--- src/rtl/mac_fp32_deconverter.sv ---
// fp32 -> scaled signed integer deconverter: round(x * 2^i_exp), saturated to OUT_W bits.
// Optional saturation event counter enabled by defining MAC_FP32_DECONV_STAT_EN.
module mac_fp32_deconverter #(
  parameter int OUT_W     = 34,
  parameter int SAT_CNT_W = 16
) (
  input  logic                 i_clk,
  input  logic                 i_rst,
  input  logic                 i_valid,
  output logic                 o_ready,
  input  logic [31:0]          i_data,
  input  logic [5:0]           i_exp,
  output logic                 o_valid,
  input  logic                 i_ready,
  output logic [OUT_W-1:0]     o_data,
  output logic                 o_sat,
  output logic                 o_nan,
  output logic [SAT_CNT_W-1:0] o_sat_cnt
);

  localparam int STAGES = 2;
  localparam int MAG_W  = OUT_W + 24;

  localparam logic [MAG_W-1:0]  POS_LIM  = (MAG_W'(1) << (OUT_W-1)) - MAG_W'(1);
  localparam logic [MAG_W-1:0]  NEG_LIM  = MAG_W'(1) << (OUT_W-1);
  localparam logic [OUT_W-1:0]  SAT_POS  = {1'b0, {(OUT_W-1){1'b1}}};
  localparam logic [OUT_W-1:0]  SAT_NEG  = {1'b1, {(OUT_W-1){1'b0}}};
  localparam logic signed [9:0] OUT_W_S  = 10'(OUT_W);

  typedef enum logic [1:0] {
    CLS_ZERO = 2'd0,
    CLS_NORM = 2'd1,
    CLS_INF  = 2'd2,
    CLS_NAN  = 2'd3
  } cls_e;

  // ---------------- handshake ----------------
  logic [STAGES:1] r_vld_pipe;
  logic            w_en1, w_en2;

  assign w_en2   = ~r_vld_pipe[2] | i_ready;
  assign w_en1   = ~r_vld_pipe[1] | w_en2;
  assign o_ready = w_en1;
  assign o_valid = r_vld_pipe[2];

  always_ff @(posedge i_clk) begin
    if (i_rst) begin
      r_vld_pipe <= '0;
    end else begin
      if (w_en1) r_vld_pipe[1] <= i_valid;
      if (w_en2) r_vld_pipe[2] <= r_vld_pipe[1];
    end
  end

  // ---------------- stage 1: decode ----------------
  logic [7:0]        w_e;
  logic [22:0]       w_m;
  cls_e              w_cls;
  logic signed [9:0] w_shift;

  assign w_e     = i_data[30:23];
  assign w_m     = i_data[22:0];
  assign w_shift = $signed({2'b00, w_e}) - 10'sd150 + $signed({{4{i_exp[5]}}, i_exp});

  always_comb begin
    w_cls = CLS_NORM;
    if (w_e == 8'd0)        w_cls = CLS_ZERO;
    else if (w_e == 8'hFF)  w_cls = (w_m != 23'd0) ? CLS_NAN : CLS_INF;
  end

  logic              r_sign;
  cls_e              r_cls;
  logic [23:0]       r_mag24;
  logic signed [9:0] r_shift;

  always_ff @(posedge i_clk) begin
    if (i_rst) begin
      r_sign  <= 1'b0;
      r_cls   <= CLS_ZERO;
      r_mag24 <= '0;
      r_shift <= '0;
    end else if (w_en1 && i_valid) begin
      r_sign  <= i_data[31];
      r_cls   <= w_cls;
      r_mag24 <= {1'b1, w_m};
      r_shift <= w_shift;
    end
  end

  // ---------------- stage 2: shift / round / saturate ----------------
  logic [9:0]       w_k;
  logic [MAG_W-1:0] w_mag;
  logic             w_ovf;
  logic [OUT_W-1:0] w_nxt_data;
  logic             w_nxt_sat, w_nxt_nan;

  assign w_k = 10'(-r_shift);

  always_comb begin
    w_mag      = '0;
    w_ovf      = 1'b0;
    w_nxt_data = '0;
    w_nxt_sat  = 1'b0;
    w_nxt_nan  = 1'b0;
    unique case (r_cls)
      CLS_NAN: w_nxt_nan = 1'b1;
      CLS_INF: w_ovf     = 1'b1;
      CLS_NORM: begin
        if (!r_shift[9]) begin
          // the implicit leading one guarantees overflow once E reaches OUT_W
          if (r_shift >= OUT_W_S) w_ovf = 1'b1;
          else                    w_mag = MAG_W'(r_mag24) << r_shift[5:0];
        end else if (w_k < 10'd25) begin
          w_mag = (MAG_W'(r_mag24) + (MAG_W'(1) << (w_k[4:0] - 5'd1))) >> w_k[4:0];
        end
        if (r_sign ? (w_mag > NEG_LIM) : (w_mag > POS_LIM)) w_ovf = 1'b1;
      end
      default: ;
    endcase
    if (w_ovf) begin
      w_nxt_data = r_sign ? SAT_NEG : SAT_POS;
      w_nxt_sat  = 1'b1;
    end else if (r_cls == CLS_NORM) begin
      w_nxt_data = r_sign ? -w_mag[OUT_W-1:0] : w_mag[OUT_W-1:0];
    end
  end

  logic [OUT_W-1:0] r_data;
  logic             r_sat, r_nan;

  always_ff @(posedge i_clk) begin
    if (i_rst) begin
      r_data <= '0;
      r_sat  <= 1'b0;
      r_nan  <= 1'b0;
    end else if (w_en2 && r_vld_pipe[1]) begin
      r_data <= w_nxt_data;
      r_sat  <= w_nxt_sat;
      r_nan  <= w_nxt_nan;
    end
  end

  assign o_data = r_data;
  assign o_sat  = r_sat;
  assign o_nan  = r_nan;

  // ---------------- saturation statistics ----------------
`ifdef MAC_FP32_DECONV_STAT_EN
  logic [SAT_CNT_W-1:0] r_sat_cnt;

  always_ff @(posedge i_clk) begin
    if (i_rst)
      r_sat_cnt <= '0;
    else if (r_vld_pipe[2] && i_ready && r_sat && (r_sat_cnt != {SAT_CNT_W{1'b1}}))
      r_sat_cnt <= r_sat_cnt + SAT_CNT_W'(1);
  end

  assign o_sat_cnt = r_sat_cnt;
`else
  assign o_sat_cnt = '0;
`endif

endmodule
--- config.mk ---
export PLATFORM = sky130hd
export DESIGN_NAME = mac_fp32_deconverter
export DESIGN_NICKNAME = d
export VERILOG_FILES = /design/src/rtl/mac_fp32_deconverter.sv
export SDC_FILE = /design/constraint.sdc
export NUM_CORES = 1
export LEC_CHECK = 0
export BUFFER_PORTS_ARGS = -buffer_cell sky130_fd_sc_hd__buf_2
export CAP_MARGIN = 20
export CORE_ASPECT_RATIO = 0.7
export CORE_MARGIN = 2
export CORE_UTILIZATION = 45
export CTS_CLUSTER_SIZE = 28
export DETAILED_ROUTE_END_ITERATION = 8
export SYNTH_ARGS = -nofsm -noshare
export SYNTH_HDL_FRONTEND = slang
export SYNTH_SLANG_ARGS = --single-unit
--- constraint.sdc ---
create_clock -name i_clk -period 13.4 [get_ports i_clk]
set_input_delay 2.68 -clock i_clk [delete_from_list [all_inputs] [get_ports i_clk]]
set_output_delay 2.68 -clock i_clk [all_outputs]
set_load 0.005 [all_outputs]
==> flow_metrics.py, run 1 <==
metrics = {
    "pwr": {
        "clkPwrFrac": 0.199,
        "switching_share": 0.501,
        "internal_power_uw": 622,
        "comb_power_share": 0.586,
        "max-vdd-ir-drop_v": 0.0000610,
        "power_density_nw_per_um2": 92.7,
        "power.leakage_nw": 5.00,
        "power.share.sequential": 0.214,
        "power.total_mw": 1.25,
        "netSwitchingPower_uw": 625,
    },
    "synth": {
        "postSynthAreaPerCell_um2": 7.08,
        "synth_ff_type": "dfxtp_1",
        "ys_ff_latch": 75,
        "ys_async_sr_fraction": 0,
        "synth_area_leaders": "dfxtp_1 (12%), mux4_2 (6.2%), nand2_1 (6.2%)",
        "synthCells": 1789,
        "synth_area_um2": 12700,
        "yosysTopAreaCellShare": 0.118,
        "synth_enable_flop_cells": 0,
        "ys_warn_count": 0,
        "synthDistinctLibCells": 103,
        "synth_top_area_cell": "dfxtp_1",
        "seq_area_frac_synth": 0.118,
    },
    "floorplanning": {
        "rows": 51,
        "start_util": 0.457,
        "die_h_um": 144,
        "die-area_um2": 29500,
        "die_w_um": 205,
        "io_pins": 96,
        "fp.coreArea_um2": 27800,
    },
    "cells_and_area": {
        "nFillCells": 2871,
        "syn2layout_area_growth_pct": 6.17,
        "final_layout_size_suffix_gt1_frac": 0.132,
        "nets": 1864,
        "diodes": 0,
    },
    "timing": {
        "slew_headroom": 0.217,
        "fin_crit_ns": 10.12,
        "tightest_slew_ns": 1.16,
        "tns_ns": 0,
        "rsz0062_at_grt": "false",
        "fin_skew_ns": 0.0113,
        "finalHoldViolations": 0,
        "setup_viol": 0,
        "slew_violations": 0,
        "timing.fmax_mhz": 98.8,
        "finalCritPeriodShare": 0.756,
    },
    "global_routing": {
        "grt.total_usage": 0.379,
        "grt_pass1_wl_um": 84800,
        "overflow": 0,
        "grt_pass1_vias": 13300,
        "grt_max_degree": 71,
        "antenna_found_initial": 0,
    },
    "cts": {
        "cts_resized": 0,
        "cts_tree": "yes",
        "cts_root_buf": "clkbuf_16",
        "h-tree-depth": 3,
        "hold_buffers": 0,
        "clkTransAtPathRegs_ns": 0.06,
        "cts.path.max_buffers": 2,
        "post-cts-setup-buffers": 0,
        "cts-buffers-inserted": 9,
        "cts.sinks": 75,
        "clock_latency_ns": 0.34,
    },
    "route": {
        "drc_errors": 0,
        "avgViaCountPerCell": 7.17,
        "post_drt_wl_per_cell_um": 26.6,
        "drt_iter0_drc": 2512,
        "drtAntennaViolNets": 0,
        "dr.pass1.iters": 8,
        "routed_wirelength_um": 57200,
        "num_vias": 15400,
    },
    "place": {
        "globalplace.congestion": 1.07,
        "portBuffers": 79,
        "dp_hpwl_um": 44200,
    },
    "critical_path": {
        "r2r_cells": 26,
        "r2r-start": "r_shift[0]$_SDFFE_PP0P_",
        "start_kind": "flip-flop",
        "r2r_slack_ns": 3.28,
        "r2r-end": "o_data[22]$_SDFFE_PP0P_",
        "crit_required_ns": 13.60,
        "cp_max_fo": 47,
        "cp.arrival_ns": 10.32,
        "setup.worst_path.end_class": "flip-flop",
        "criticalPathCategory": "flip-flop to flip-flop",
    },
    "min_path": {
        "hold_depth": 2,
        "hold_path.class": "flip-flop to flip-flop",
        "holdPathEnd": "o_sat$_SDFFE_PP0P_",
        "hold_path_startpoint": "o_sat$_SDFFE_PP0P_",
    },
    "run": {
        "max_cap_viol_count": 0,
    },
    "run_status": {
        "status": "completed",
    },
}
[layout by cell type, fill, tap and decap left out, types with 37 or more instances in the layout]
cell	n
mux2i_1	37
nand2_1	210
nand3_1	53
dfxtp_1	71
ha_1	44
nor3_1	62
o21ai_0	82
a21oi_1	153
nor2_1	189
buf_2	79
[worst max-delay path by stage]
stage                                         end                    start
after floorplan           o_data[10]$_SDFFE_PP0P_  r_shift[0]$_SDFFE_PP0P_
final                     o_data[22]$_SDFFE_PP0P_  r_shift[0]$_SDFFE_PP0P_
after global routing      o_data[10]$_SDFFE_PP0P_  r_shift[0]$_SDFFE_PP0P_
after CTS                  o_data[8]$_SDFFE_PP0P_  r_shift[0]$_SDFFE_PP0P_
after global placement    o_data[22]$_SDFFE_PP0P_  r_shift[0]$_SDFFE_PP0P_
after detailed placement   o_data[8]$_SDFFE_PP0P_  r_shift[0]$_SDFFE_PP0P_
[synth_stat cells, types with 20 or more instances]
| cell | n |
|---|---|
| nor2_1 | 189 |
| a21oi_1 | 153 |
| mux2i_1 | 37 |
| nand2_1 | 210 |
| o211ai_1 | 32 |
| o21ai_0 | 82 |
| a211oi_1 | 34 |
| a31oi_1 | 20 |
| buf_2 | 35 |
| nand4_1 | 35 |
| a211o_1 | 25 |
| and2_1 | 30 |
| xor2_1 | 24 |
| clkbuf_1 | 70 |
| o22ai_1 | 22 |
| ha_1 | 44 |
| nand3_1 | 53 |
| xnor2_1 | 32 |
| nor4_1 | 21 |
| nor3_1 | 62 |
| a21o_1 | 27 |
| dfxtp_1 | 75 |
| mux4_2 | 35 |
| inv_1 | 28 |
| mux2_2 | 23 |
[per-layer routing]
metal / part of all wire / vias up / wire (um) / global-route usage
met5: 0 / - / 0 / 0
met1: 0.45 / 7326 / 25900 / 0.573
li1: - / 6825 / - / -
met4: 0.025 / 0 / 1460 / 0.0820
met2: 0.38 / 1124 / 21700 / 0.507
met3: 0.14 / 146 / 8160 / 0.123
[worst max-delay path, stage by stage (launching register included)]
cell and delay [ns]:
dfxtp_4 0.75, inv_1 0.13, ha_1 0.31, buf_4 0.46, or3b_2 0.51, o2111ai_1 0.13, and3_1 0.76, nand2b_1 0.29
nor2_1 0.09, and2_1 0.20, ha_1 0.48, nand2_1 0.16, or4_1 0.58, a21oi_2 0.35, o21ai_2 0.18, a2111oi_1 0.98
a2111oi_2 0.20, o41ai_1 0.81, o21ai_0 0.17, a21oi_1 0.49, o21ai_0 0.28, ha_1 0.39, inv_1 0.29, o21ai_1 0.28
a41oi_1 0.35, xnor2_1 0.21, a211oi_2 0.11
[power by group through the flow]
stage	registers (mW)	clock network, mW	logic [mW]
final	0.267	0.249	0.732
after CTS	0.266	0.253	0.693
after detailed placement	0.271	0	0.689
after global routing	0.269	0.264	0.771
after global placement	0.271	0	0.698
after floorplan	0.255	0	0.496
[sequential cells by signal, summed over array words and instances, names as in the netlist]
signal,cells
o_nan,1
r_shift,10
r_mag24,24
r_cls,2
r_sign,1
o_sat,1
o_data,34
r_vld_pipe,2
[logic make-up (layout without fill, tap and decap cells)]
group	count (synthesis)	after routing	synth area share
AOI/OAI and AO/OA	601	601	0.335
xor gates and xnor gates	56	56	0.0387
adders and majority gates	46	46	0.0466
buffers and inverters	176	153	0.0627
DFF	75	75	0.118
muxes	95	95	0.112
other	1	16	0.000296
and+or+nand+nor	739	739	0.286
[layout make-up]
type	instances	area, um2	area share
Timing Repair Buffer	104	603	0.0448
Clock buffer	11	243	0.0180
Sequential cell	75	1510	0.112
Tap cell	371	464	0.0345
Inverter	33	124	0.00921
Clock inverter	5	61.3	0.00456
Multi-Input combinational cell	1553	10500	0.777
[stage by stage]
stage,worst slack [ns],instances,instance area (um2),hold WS [ns],util
2_1_floorplan,5.18,1804,12700,0.444,-
3_5_place_dp,3.85,2134,13100,0.445,0.473
4_1_cts,3.85,2150,13400,0.453,0.484
6_report,3.28,2152,13500,0.451,0.485
5_1_grt,2.84,2152,13500,0.487,0.485
3_3_place_gp,3.78,2134,13100,0.443,0.473
No activity file was read; power rests on OpenSTA's default activity.
==> run 2: changes to the inputs <==
- clock period: 13.4 -> 8.5 ns (I/O delays scaled with it)
==> run 2 against run 1 <==
Cell count is 0.70% higher. Power is 58% higher. Die area stayed put. Fmax is 25% higher. Setup slack worse by 2.9 ns. Highest routed layer unchanged. Via count is 0.27% lower. Largest power group unchanged. Clock-buffer cell count stayed put. Combinational power is 60% higher. Critical path depth is 3 lower. Non-clock buffer count is 15 higher.
==> flow_metrics.py, run 2 (synthesized netlist as in run 1, its figures left out) <==
metrics = {
    "route": {
        "routed_wirelength_um": 57100,
        "drtAntennaViolNets": 0,
        "avgViaCountPerCell": 7.10,
        "drt_iter0_drc": 2308,
        "dr.pass1.iters": 8,
        "post_drt_wl_per_cell_um": 26.4,
        "num_vias": 15400,
        "drc_errors": 0,
    },
    "global_routing": {
        "overflow": 0,
        "antenna_found_initial": 1,
        "grt_pass1_vias": 13400,
        "grt_pass1_wl_um": 84100,
        "grt_max_degree": 72,
        "grt.total_usage": 0.375,
    },
    "timing": {
        "rsz0062_at_grt": "false",
        "slew_violations": 0,
        "fin_skew_ns": 0.00855,
        "setup_viol": 0,
        "timing.fmax_mhz": 123,
        "finalCritPeriodShare": 0.955,
        "tightest_slew_ns": 1.12,
        "finalHoldViolations": 0,
        "fin_crit_ns": 8.11,
        "tns_ns": 0,
        "slew_headroom": 0.254,
        "fin_hold_ws_ns": 0.455,
    },
    "critical_path": {
        "crit_required_ns": 8.74,
        "cp_cell_sequence": "inv_1 > ha_1 > or3b_2 > o2111ai_1 > and3_1 > buf_4 > nand2b_1 > nor2_1 > and2_1 > ha_1 > nand4_1 > a2111oi_2 > o31a_1 > nor2_1 > a222oi_1 > nand3_1 > o41a_1 > a211o_1 > or4_4 > nor4_4 > a31oi_1 > and4_1 > a211o_1",
        "cp_max_fo": 16,
        "r2r_slack_ns": 0.39,
        "r2r-end": "o_data[29]$_SDFFE_PP0P_",
        "criticalPathCategory": "flip-flop to flip-flop",
        "cp_top_family": "simple AND/OR/NAND/NOR gates",
        "r2r_cells": 23,
        "path_buf_inv": 2,
        "slowest_stage": "a2111oi_2",
        "slowest_delay_ns": 0.85,
        "cp.arrival_ns": 8.35,
        "setup.worst_path.end_class": "flip-flop",
        "start_kind": "flip-flop",
        "r2r-start": "r_shift[0]$_SDFFE_PP0P_",
    },
    "cells_and_area": {
        "final_cells": 2167,
        "diodes": 0,
        "seq_area_um2": 1510,
        "final_core_util": 0.489,
        "syn2layout_area_growth_pct": 7.01,
        "multi_input_area_um2": 10500,
        "final_common_cell": "nand2_1",
        "largest_reg_flops": 34,
        "final_layout_size_suffix_gt1_frac": 0.139,
        "nets": 1879,
        "nFillCells": 2818,
        "final_cell_mix": "nand2_1 (210), nor2_1 (189), a21oi_1 (153)",
    },
    "place": {
        "globalplace.congestion": 1.10,
        "portBuffers": 79,
        "dpl.cell_count": 2149,
        "dp_hpwl_um": 44300,
    },
    "floorplanning": {
        "die-area_um2": 29500,
        "start_util": 0.457,
        "die_h_um": 144,
        "io_pins": 96,
        "die_w_um": 205,
        "fp.coreArea_um2": 27800,
        "rows": 51,
    },
    "cts": {
        "clock_latency_ns": 0.35,
        "cts.sinks": 75,
        "h-tree-depth": 3,
        "cts_tree": "yes",
        "cts-buffers-inserted": 9,
        "cts_root_buf": "clkbuf_16",
        "cts.path.max_buffers": 2,
        "clkTransAtPathRegs_ns": 0.07,
    },
    "pwr": {
        "netSwitchingPower_uw": 990,
        "comb_power_share": 0.593,
        "power.share.sequential": 0.209,
        "internal_power_uw": 980,
        "power.leakage_nw": 5.06,
        "switching_share": 0.503,
        "power.total_mw": 1.97,
        "max-vdd-ir-drop_v": 0.000125,
        "clkPwrFrac": 0.198,
        "power_density_nw_per_um2": 145,
    },
    "min_path": {
        "holdPathEnd": "o_sat$_SDFFE_PP0P_",
        "hold_depth": 2,
        "hold_path_startpoint": "o_sat$_SDFFE_PP0P_",
        "hold_path.class": "flip-flop to flip-flop",
    },
    "run_status": {
        "status": "completed",
    },
    "run": {
        "max_cap_viol_count": 0,
    },
}
## run 2: cell types whose count changed in the layout (fill, tap and decap cells not counted), sizes merged
cell | before | now
buf | 104 | 118
clkinv | 6 | 4
clkinvlp | 0 | 2
clkbuf | 11 | 12
## run 2: how the worst max path moves through the flow
stage                                  from                       to  slack (ns)  depth (start not counted)
floorplan           r_shift[0]$_SDFFE_PP0P_  o_data[10]$_SDFFE_PP0P_        0.28                         36
global placement    r_shift[0]$_SDFFE_PP0P_  o_data[26]$_SDFFE_PP0P_        0.91                         23
detailed placement  r_shift[0]$_SDFFE_PP0P_   o_data[8]$_SDFFE_PP0P_        0.76                         26
CTS                 r_shift[0]$_SDFFE_PP0P_  o_data[10]$_SDFFE_PP0P_        0.73                         27
global route        r_shift[0]$_SDFFE_PP0P_  o_data[24]$_SDFFE_PP0P_        0.05                         26
finish              r_shift[0]$_SDFFE_PP0P_  o_data[29]$_SDFFE_PP0P_        0.39                         23
## run 2: repair_timing
| item | in CTS | in global routing |
|---|---|---|
| buffers inserted | 0 | 0 |
| hold buffers | 0 | 0 |
| resized for setup | 0 | 2 |
| setup endpoints to repair | 0 | 4 |
## run 2: area by class of cell
class                   instances  share of cell area
multi-input cells            1553               0.771
flip-flops and latches         75               0.111
repair buffers                119              0.0526
well taps                     371              0.0342
clock buffers                  11              0.0172
inverters                      33             0.00913
clock inverters                 5             0.00461
## run 2: stage by stage
| stage | setup WS, ns | instance area, um2 |
|---|---|---|
| detailed placement | 0.762 | 13200 |
| floorplan | 0.275 | 12700 |
| CTS | 0.726 | 13500 |
| finish | 0.385 | 13600 |
| global placement | 0.913 | 13200 |
| global route | 0.0484 | 13600 |
## run 2: power groups by stage
stage	combinational, mW	clock, mW	sequential, mW
floorplan	0.782	0	0.402
global placement	1.11	0	0.418
detailed placement	1.10	0	0.419
CTS	1.11	0.396	0.411
global route	1.22	0.409	0.414
finish	1.17	0.389	0.413
## run 2: tightest hold or removal path: cells and delay by family, from the launching register on
kind             cells  cell delay (ns)
AO/OA/AOI/OAI        1             0.05
flip-flops           1             0.30
AND/OR/NAND/NOR      1             0.05
## run 2: metal layers
| metal | wire length, um | vias up | GRT usage |
|---|---|---|---|
| met4 | 1620 | 0 | 0.0912 |
| met5 | 0 | - | 0 |
| met3 | 9090 | 177 | 0.169 |
| li1 | - | 6855 | - |
| met2 | 21900 | 1143 | 0.506 |
| met1 | 24500 | 7205 | 0.532 |
